===== config.mk =====
export PLATFORM = sky130hd
export DESIGN_NAME = memory_arbiter
export DESIGN_NICKNAME = d
export VERILOG_FILES = /design/src/rtl/memory_pkg.sv /design/src/rtl/memory_bank.sv /design/src/rtl/memory_arbiter.sv
export SDC_FILE = /design/constraint.sdc
export NUM_CORES = 1
export LEC_CHECK = 0
export CAP_MARGIN = 0
export CORE_AREA = 2 2 72 74
export CTS_CLUSTER_SIZE = 12
export DETAILED_ROUTE_END_ITERATION = 12
export DIE_AREA = 0 0 74 76
export HOLD_SLACK_MARGIN = 0.12
export PLACE_DENSITY = 0.74
export SYNTH_ARGS = -nofsm -noshare
export SYNTH_HDL_FRONTEND = slang
export SYNTH_SLANG_ARGS = --single-unit

===== constraint.sdc =====
create_clock -name C -period 2.1 [get_ports C]
set_input_delay 0.21 -clock C [delete_from_list [all_inputs] [get_ports C]]
set_output_delay 0.21 -clock C [all_outputs]
set_load 0.01 [all_outputs]

===== src/rtl/memory_pkg.sv =====
// Shared definitions for the two-port memory arbiter: FSM encoding and
// default geometry.
package memory_pkg;

    localparam int WIDTH_DEF  = 8;
    localparam int ADDR_W_DEF = 2;

    typedef enum logic [1:0] {
        IDLE = 2'd0,
        ACC  = 2'd1,
        RESP = 2'd2
    } state_t;

endpackage


===== src/rtl/memory_bank.sv =====
// Word storage: one synchronous write port, one combinational read port,
// synchronous clear on R (clear wins over a coincident write).
module memory_bank
    import memory_pkg::*;
#(
    parameter int WIDTH  = WIDTH_DEF,
    parameter int ADDR_W = ADDR_W_DEF
) (
    input  logic              C,
    input  logic              R,
    input  logic              we,
    input  logic [ADDR_W-1:0] waddr,
    input  logic [WIDTH-1:0]  wdata,
    input  logic [ADDR_W-1:0] raddr,
    output logic [WIDTH-1:0]  rdata
);

    logic [WIDTH-1:0] mem [2**ADDR_W];

    always_ff @(posedge C) begin
        if (R) begin
            for (int i = 0; i < 2**ADDR_W; i++) begin
                mem[i] <= '0;
            end
        end else if (we) begin
            mem[waddr] <= wdata;
        end
    end

    assign rdata = mem[raddr];

endmodule


===== src/rtl/memory_arbiter.sv =====
// Two-port arbiter in front of a single memory_bank; one access per 3 cycles.
// Define MEMORY_ARB_ROUND_ROBIN_EN for round-robin instead of port-0 priority.
module memory_arbiter
    import memory_pkg::*;
#(
    parameter int WIDTH  = WIDTH_DEF,
    parameter int ADDR_W = ADDR_W_DEF
) (
    input  logic              C,
    input  logic              R,
    input  logic              req0,
    input  logic              req1,
    input  logic              we0,
    input  logic              we1,
    input  logic [ADDR_W-1:0] addr0,
    input  logic [ADDR_W-1:0] addr1,
    input  logic [WIDTH-1:0]  wdata0,
    input  logic [WIDTH-1:0]  wdata1,
    output logic              ack0,
    output logic              ack1,
    output logic [WIDTH-1:0]  rdata,
    output logic              busy
);

    state_t            state;
    state_t            state_nxt;
    logic              grant;
    logic              win;
    logic              owner;
    logic              l_we;
    logic [ADDR_W-1:0] l_addr;
    logic [WIDTH-1:0]  l_wdata;
    logic [WIDTH-1:0]  bank_rdata;

    assign grant = (state == IDLE) && (req0 || req1);

`ifdef MEMORY_ARB_ROUND_ROBIN_EN
    logic last;

    // On a tie, the port that was not served last wins
    assign win = (req0 && req1) ? ~last : ~req0;

    always_ff @(posedge C) begin
        if (R) begin
            last <= 1'b1;
        end else if (grant) begin
            last <= win;
        end
    end
`else
    assign win = ~req0;
`endif

    always_comb begin
        state_nxt = state;
        busy      = (state != IDLE);
        ack0      = 1'b0;
        ack1      = 1'b0;
        unique case (state)
            IDLE: if (req0 || req1) state_nxt = ACC;
            ACC:  state_nxt = RESP;
            RESP: begin
                state_nxt = IDLE;
                ack0      = ~owner;
                ack1      = owner;
            end
            default: state_nxt = IDLE;
        endcase
    end

    always_ff @(posedge C) begin
        if (R) begin
            state   <= IDLE;
            owner   <= 1'b0;
            l_we    <= 1'b0;
            l_addr  <= '0;
            l_wdata <= '0;
            rdata   <= '0;
        end else begin
            state <= state_nxt;
            if (grant) begin
                owner   <= win;
                l_we    <= win ? we1 : we0;
                l_addr  <= win ? addr1 : addr0;
                l_wdata <= win ? wdata1 : wdata0;
            end
            if (state == ACC && !l_we) begin
                rdata <= bank_rdata;
            end
        end
    end

    memory_bank #(
        .WIDTH  (WIDTH),
        .ADDR_W (ADDR_W)
    ) u_bank (
        .C     (C),
        .R     (R),
        .we    (state == ACC && l_we),
        .waddr (l_addr),
        .wdata (l_wdata),
        .raddr (l_addr),
        .rdata (bank_rdata)
    );

endmodule


Yosys cells after proc, flatten, opt, wreduce, memory -nomap -nowiden
Memory sizes are Yosys's and may differ from the RTL's. A register that Yosys moved wholly into a read port is not among the register bits.
Index checks and enable logic that the tools add are counted.
Storage, ports and cells
  output and inout bits: 11
  memories kept: 1
  bits in writable memories: 32
  bits in registers: 14
  input bits: 26
Memories
  u_bank.mem: depth 4, width 8, read ports 1, clocked after Yosys merged registers in 1, wr ports 4, RTL line memory_bank.sv:18  | logic [WIDTH-1:0] mem [2**ADDR_W];
Cells by class
  equality and inequality tests: 3
  reductions and logical operators: 8
  bitwise operators: 2
  mux-type cells: 15
Operators by type and width (number)
  $mux W8: 2
  $mux W1: 9
  $reduce_or A8 Y1: 1
  $mux W2: 3
  $pmux W2 S2: 1
  $logic_and A1 B1 Y1: 3
  $eq A2 B1 Y1 const B: 1
  $eq A2 B2 Y1 const B: 1
  $logic_not A2 Y1: 1
  $ne A2 B1 Y1 const B: 1
  $not A1 Y1: 2
  $reduce_bool A2 Y1: 1
  $logic_not A1 Y1: 1
  $logic_or A1 B1 Y1: 1

Depth between registers and ports, before layout
  depth in word-level cells: 7
  depth in mapped cells: 4
  mapped depth without buffers: 3

Modules after synthesis
Synthesis repeated with hierarchy kept, for this count alone.
Unflattened totals
  cell total of the unflattened synthesis: 174
  area total of the unflattened synthesis: 2458.6 um2
Modules (own cells, without submodules)
  memory_bank: seq. area each 960.9 um2, times used 1, cells an instance 84, area each 1475.2 um2
  memory_arbiter: seq. area each 440.4 um2, times used 1, cells an instance 90, area each 983.4 um2

Worst setup path before layout
No wires, ideal clock.
  path type: flip-flop to flip-flop
  from: register state[1]
  to: memory u_bank.mem[1][0] (netlist name) (enable)
  path buffers: 0
  cell stages (with the launch flop): 4
  required time: 1.771 ns
  path slack: 0.577 ns
  arrival time: 1.193 ns
  cell sequence: dfxtp_1 -> nand2b_4 -> nor4b_4 -> or2_1
RTL lines
  start: declaration: RTL line memory_arbiter.sv:25  | state_t state;
  start signal: assignment: RTL line memory_arbiter.sv:80  | state <= state_nxt;
  end: declaration: RTL line memory_bank.sv:18

Worst setup path after layout
  from: register state[1]
  to: output port ack0
Between the ends
  longest elaborated chain between the ends: 2
Ends and longest elaborated chain
  $eq A2 B2 Y1: RTL line memory_arbiter.sv:59  | unique case (state)
  $mux W1: RTL line memory_arbiter.sv:59
  end: declaration: RTL line memory_arbiter.sv:19  | output logic ack0,
No other way between the ends.

==> results.md <==
* Status: finished clean
* Max Fclk at roughly 570 MHz
* Post_cts resized at 0
* FF+latch count, synth at 54
* CTS Buffer Depth at 2
* H-tree Lvls at 2
* DRC viols at 0
* Non-Filler Instances at roughly 300
* Worst Setup SP: state[1]
* Post-synth top cells: 33 x and2_1, 32 x edfxtp_1, 22 x dfxtp_1
* Nets at between 200 and 300
* Post-CTS Repair Setup Buffers at 0
* Most common cell in the synthesized netlist: and2_1
* WP data required at 1.89 ns
* Reg2reg start: l_addr[0]
* Sequential fraction of the synthesis area at 0.562
* # hold bufs at CTS at 0
* Vias in the first global route at 1535
* Ys Warns at 0
* Gpl congestion at 0.781
* TritonCTS Sinks at 54
* Reg-to-reg slack, setup at between 0.3 and 0.4 ns
* Max-cap check violation count at 0
* Vias at ~1500
* Post-Syn Area at around 0.0025 mm²
* FFs w/ async S/R, synth at 0
* Tot Pwr at roughly 2200 µW
* Post-synthesis cell type count at 28
* Post-synthesis simple-gate area fraction at 0.184
* Post-synthesis mux area share at 0.121
* Cells after DPL at 290
* First-pass detailed-route iteration total at 4
* Clk_lat worst skew at roughly 0.30 ns
* Gate Count Post-Synth at around 190
* CTS root buffer: clkbuf_8
* End of the worst register-to-register path: u_bank.mem[0][7]
* Cell count along the critical path at 2
* Wire length per cell at ~16 µm
* CTS tree: done
* WL final at between 4000 and 5000 µm
* Initial Utilization at 0.508
* Number of synthesized flops with an enable pin at 32
* Core ar. at a little under 0.005 mm²
* Area post-placement at between 0.002 and 0.003 mm²
* Compound-Gate Fraction of Synth Area at 0.107
* Iter 0 DRT Violations at 42
* Worst rel slew slack at 0.591
* Post-synthesis adder-cell area fraction at 0
* First-pass GRT wire length at 8050 µm
* Class of the worst hold path: register to register
* Synthesized Nets at around 210
* Initial antenna violation count at 0
* Top cells by area, synth: edfxtp_1 39%, dfxtp_1 18%, and2_1 8.3%, a211oi_2 5.0%, mux4_2 4.5%
* Largest net degree at the start of global routing at 24
* Final hold vios at 0
* Die Span X at 74 µm
* Clock-pin slew on the worst setup and hold paths at approximately 0.090 ns
* CP max FO at 6
* Share of cells above drive strength 1 at 0.197
* DIE AREA at 0.00562 mm²
* Setup TNS at 0 ns
* Crit path kind: register to output pin
* Tmin final at around 1.7 ns
* Worst Clk Skew at 0.00429 ns
* Main combinational cell family by area after synthesis: simple AND/OR/NAND/NOR gates
* Worst-case reg-to-reg path depth at 3
* Final setup viols at 0
* Synth Area in XOR/XNOR at 0
* Crit-path cells: nor3b_1, clkdlybuf4s50_1
* Area leader, netlist: edfxtp_1
* Die span in y at roughly 76 µm
* Leak at 0.00111 µW
* Max Slew Vio Count at 0
* Cts bufs inserted at 5
* RSZ-0062 raised after global routing: false
* Grt total ovfl at 0
* Port buffer count at 36
* Crit. End Element: output pin
* GRT Util Overall at 0.198
* Critical path launch point type: register
* Layout area overhead at 23.0%
* Crit-path leading delay family: buffers and inverters
* CP Data Arrival Time at roughly 1.5 ns
* Peak supply drop at 0.000710 V
* Slowest cell on the critical path: clkdlybuf4s50_1
* Worst Path Buf+Inv at 1
* I/O pin total at 37
* Final worst path period share at 0.830
* Worst slew pin tran at just over 0.6 ns
* PD cells at 732 mW/mm²
* CP peak stage delay at ~0.56 ns
* Setup crit end: ack0
* Row cnt at 26
* ANT cells at 0
* DP HPWL at ~3700 µm
* Mapped Avg Cell Area at around 13 µm²
* Via density at just over 5
* Design area at ~0.0031 mm²
* Share of the synthesized area in the top cell type at 0.385
* Routed Antenna Nets at 0
* Main synth FF type: edfxtp_1
## cell families (layout without fill, tap and decap cells)
group	after synthesis	in the layout
and+or+nand+nor	68	68
DFF	54	54
AOI/OAI and AO/OA	33	33
muxes	19	19
buffers and inverters	11	54
## flip-flops by register name, summed over array words and instances, names as in the netlist
register and cells:
owner 1, state 2, l_addr 2, u_bank.mem 32, l_wdata 8, l_we 1, rdata 8
## per-layer routing
metal	part of all wire	GRT usage	vias up
met1	0.41	0.236	721
met2	0.54	0.338	48
met4	0.013	0.0727	0
li1	-	-	762
met5	0	0	-
met3	0.035	0.0489	4
## report_power, final
| part | internal [µW] | switching (µW) | leakage [µW] |
|---|---|---|---|
| sequential | 1180 | 74.5 | 0.000512 |
| combinational | 173 | 142 | 0.000538 |
| clock | 351 | 326 | 0.0000579 |
## through the flow
stage          hold WS, ns   util  worst slack [ns]
2_1_floorplan        0.417      -             0.577
3_3_place_gp         0.444  0.603             0.322
3_5_place_dp         0.447  0.603             0.304
4_1_cts              0.459  0.625             0.333
5_1_grt              0.489  0.625             0.241
6_report             0.456  0.625             0.356
## tightest hold or removal path: stages, from the launching register on
cell     delay (ns)
dfxtp_1        0.32
nand2_1        0.05
a21oi_1        0.05
## cell type report
class / count / area (µm²)
fillers: 376 / 1840
well taps: 70 / 87.6
clock inverters: 3 / 40.0
flip-flops and latches: 54 / 1400
multi-input cells: 120 / 1030
inverters: 1 / 3.75
clock buffers: 5 / 68.8
repair buffers: 45 / 440
## placed cells by master (no fill, tap or decap), types with 2 or more instances in the layout
cell type	instances
clkinv_2	2
clkdlybuf4s50_1	36
dfxtp_1	22
nor2_1	2
mux4_2	5
buf_4	8
mux4_1	3
and2_1	33
a21oi_2	5
a211oi_2	10
a21oi_1	15
or2_1	4
edfxtp_1	32
nor4_4	2
clkbuf_8	5
nand2_1	17
a211oi_1	2
mux2i_1	11
## how the worst min path moves through the flow
stage	from	end	slack (ns)	cells after the start
2_1_floorplan	req1	owner	0.42	2
3_3_place_gp	rdata[4]	rdata[4]	0.44	2
3_5_place_dp	rdata[5]	rdata[5]	0.45	2
4_1_cts	rdata[5]	rdata[5]	0.46	2
5_1_grt	rdata[5]	rdata[5]	0.49	2
6_report	rdata[5]	rdata[5]	0.46	2
Note: power is estimated with default switching activity, not from simulation.
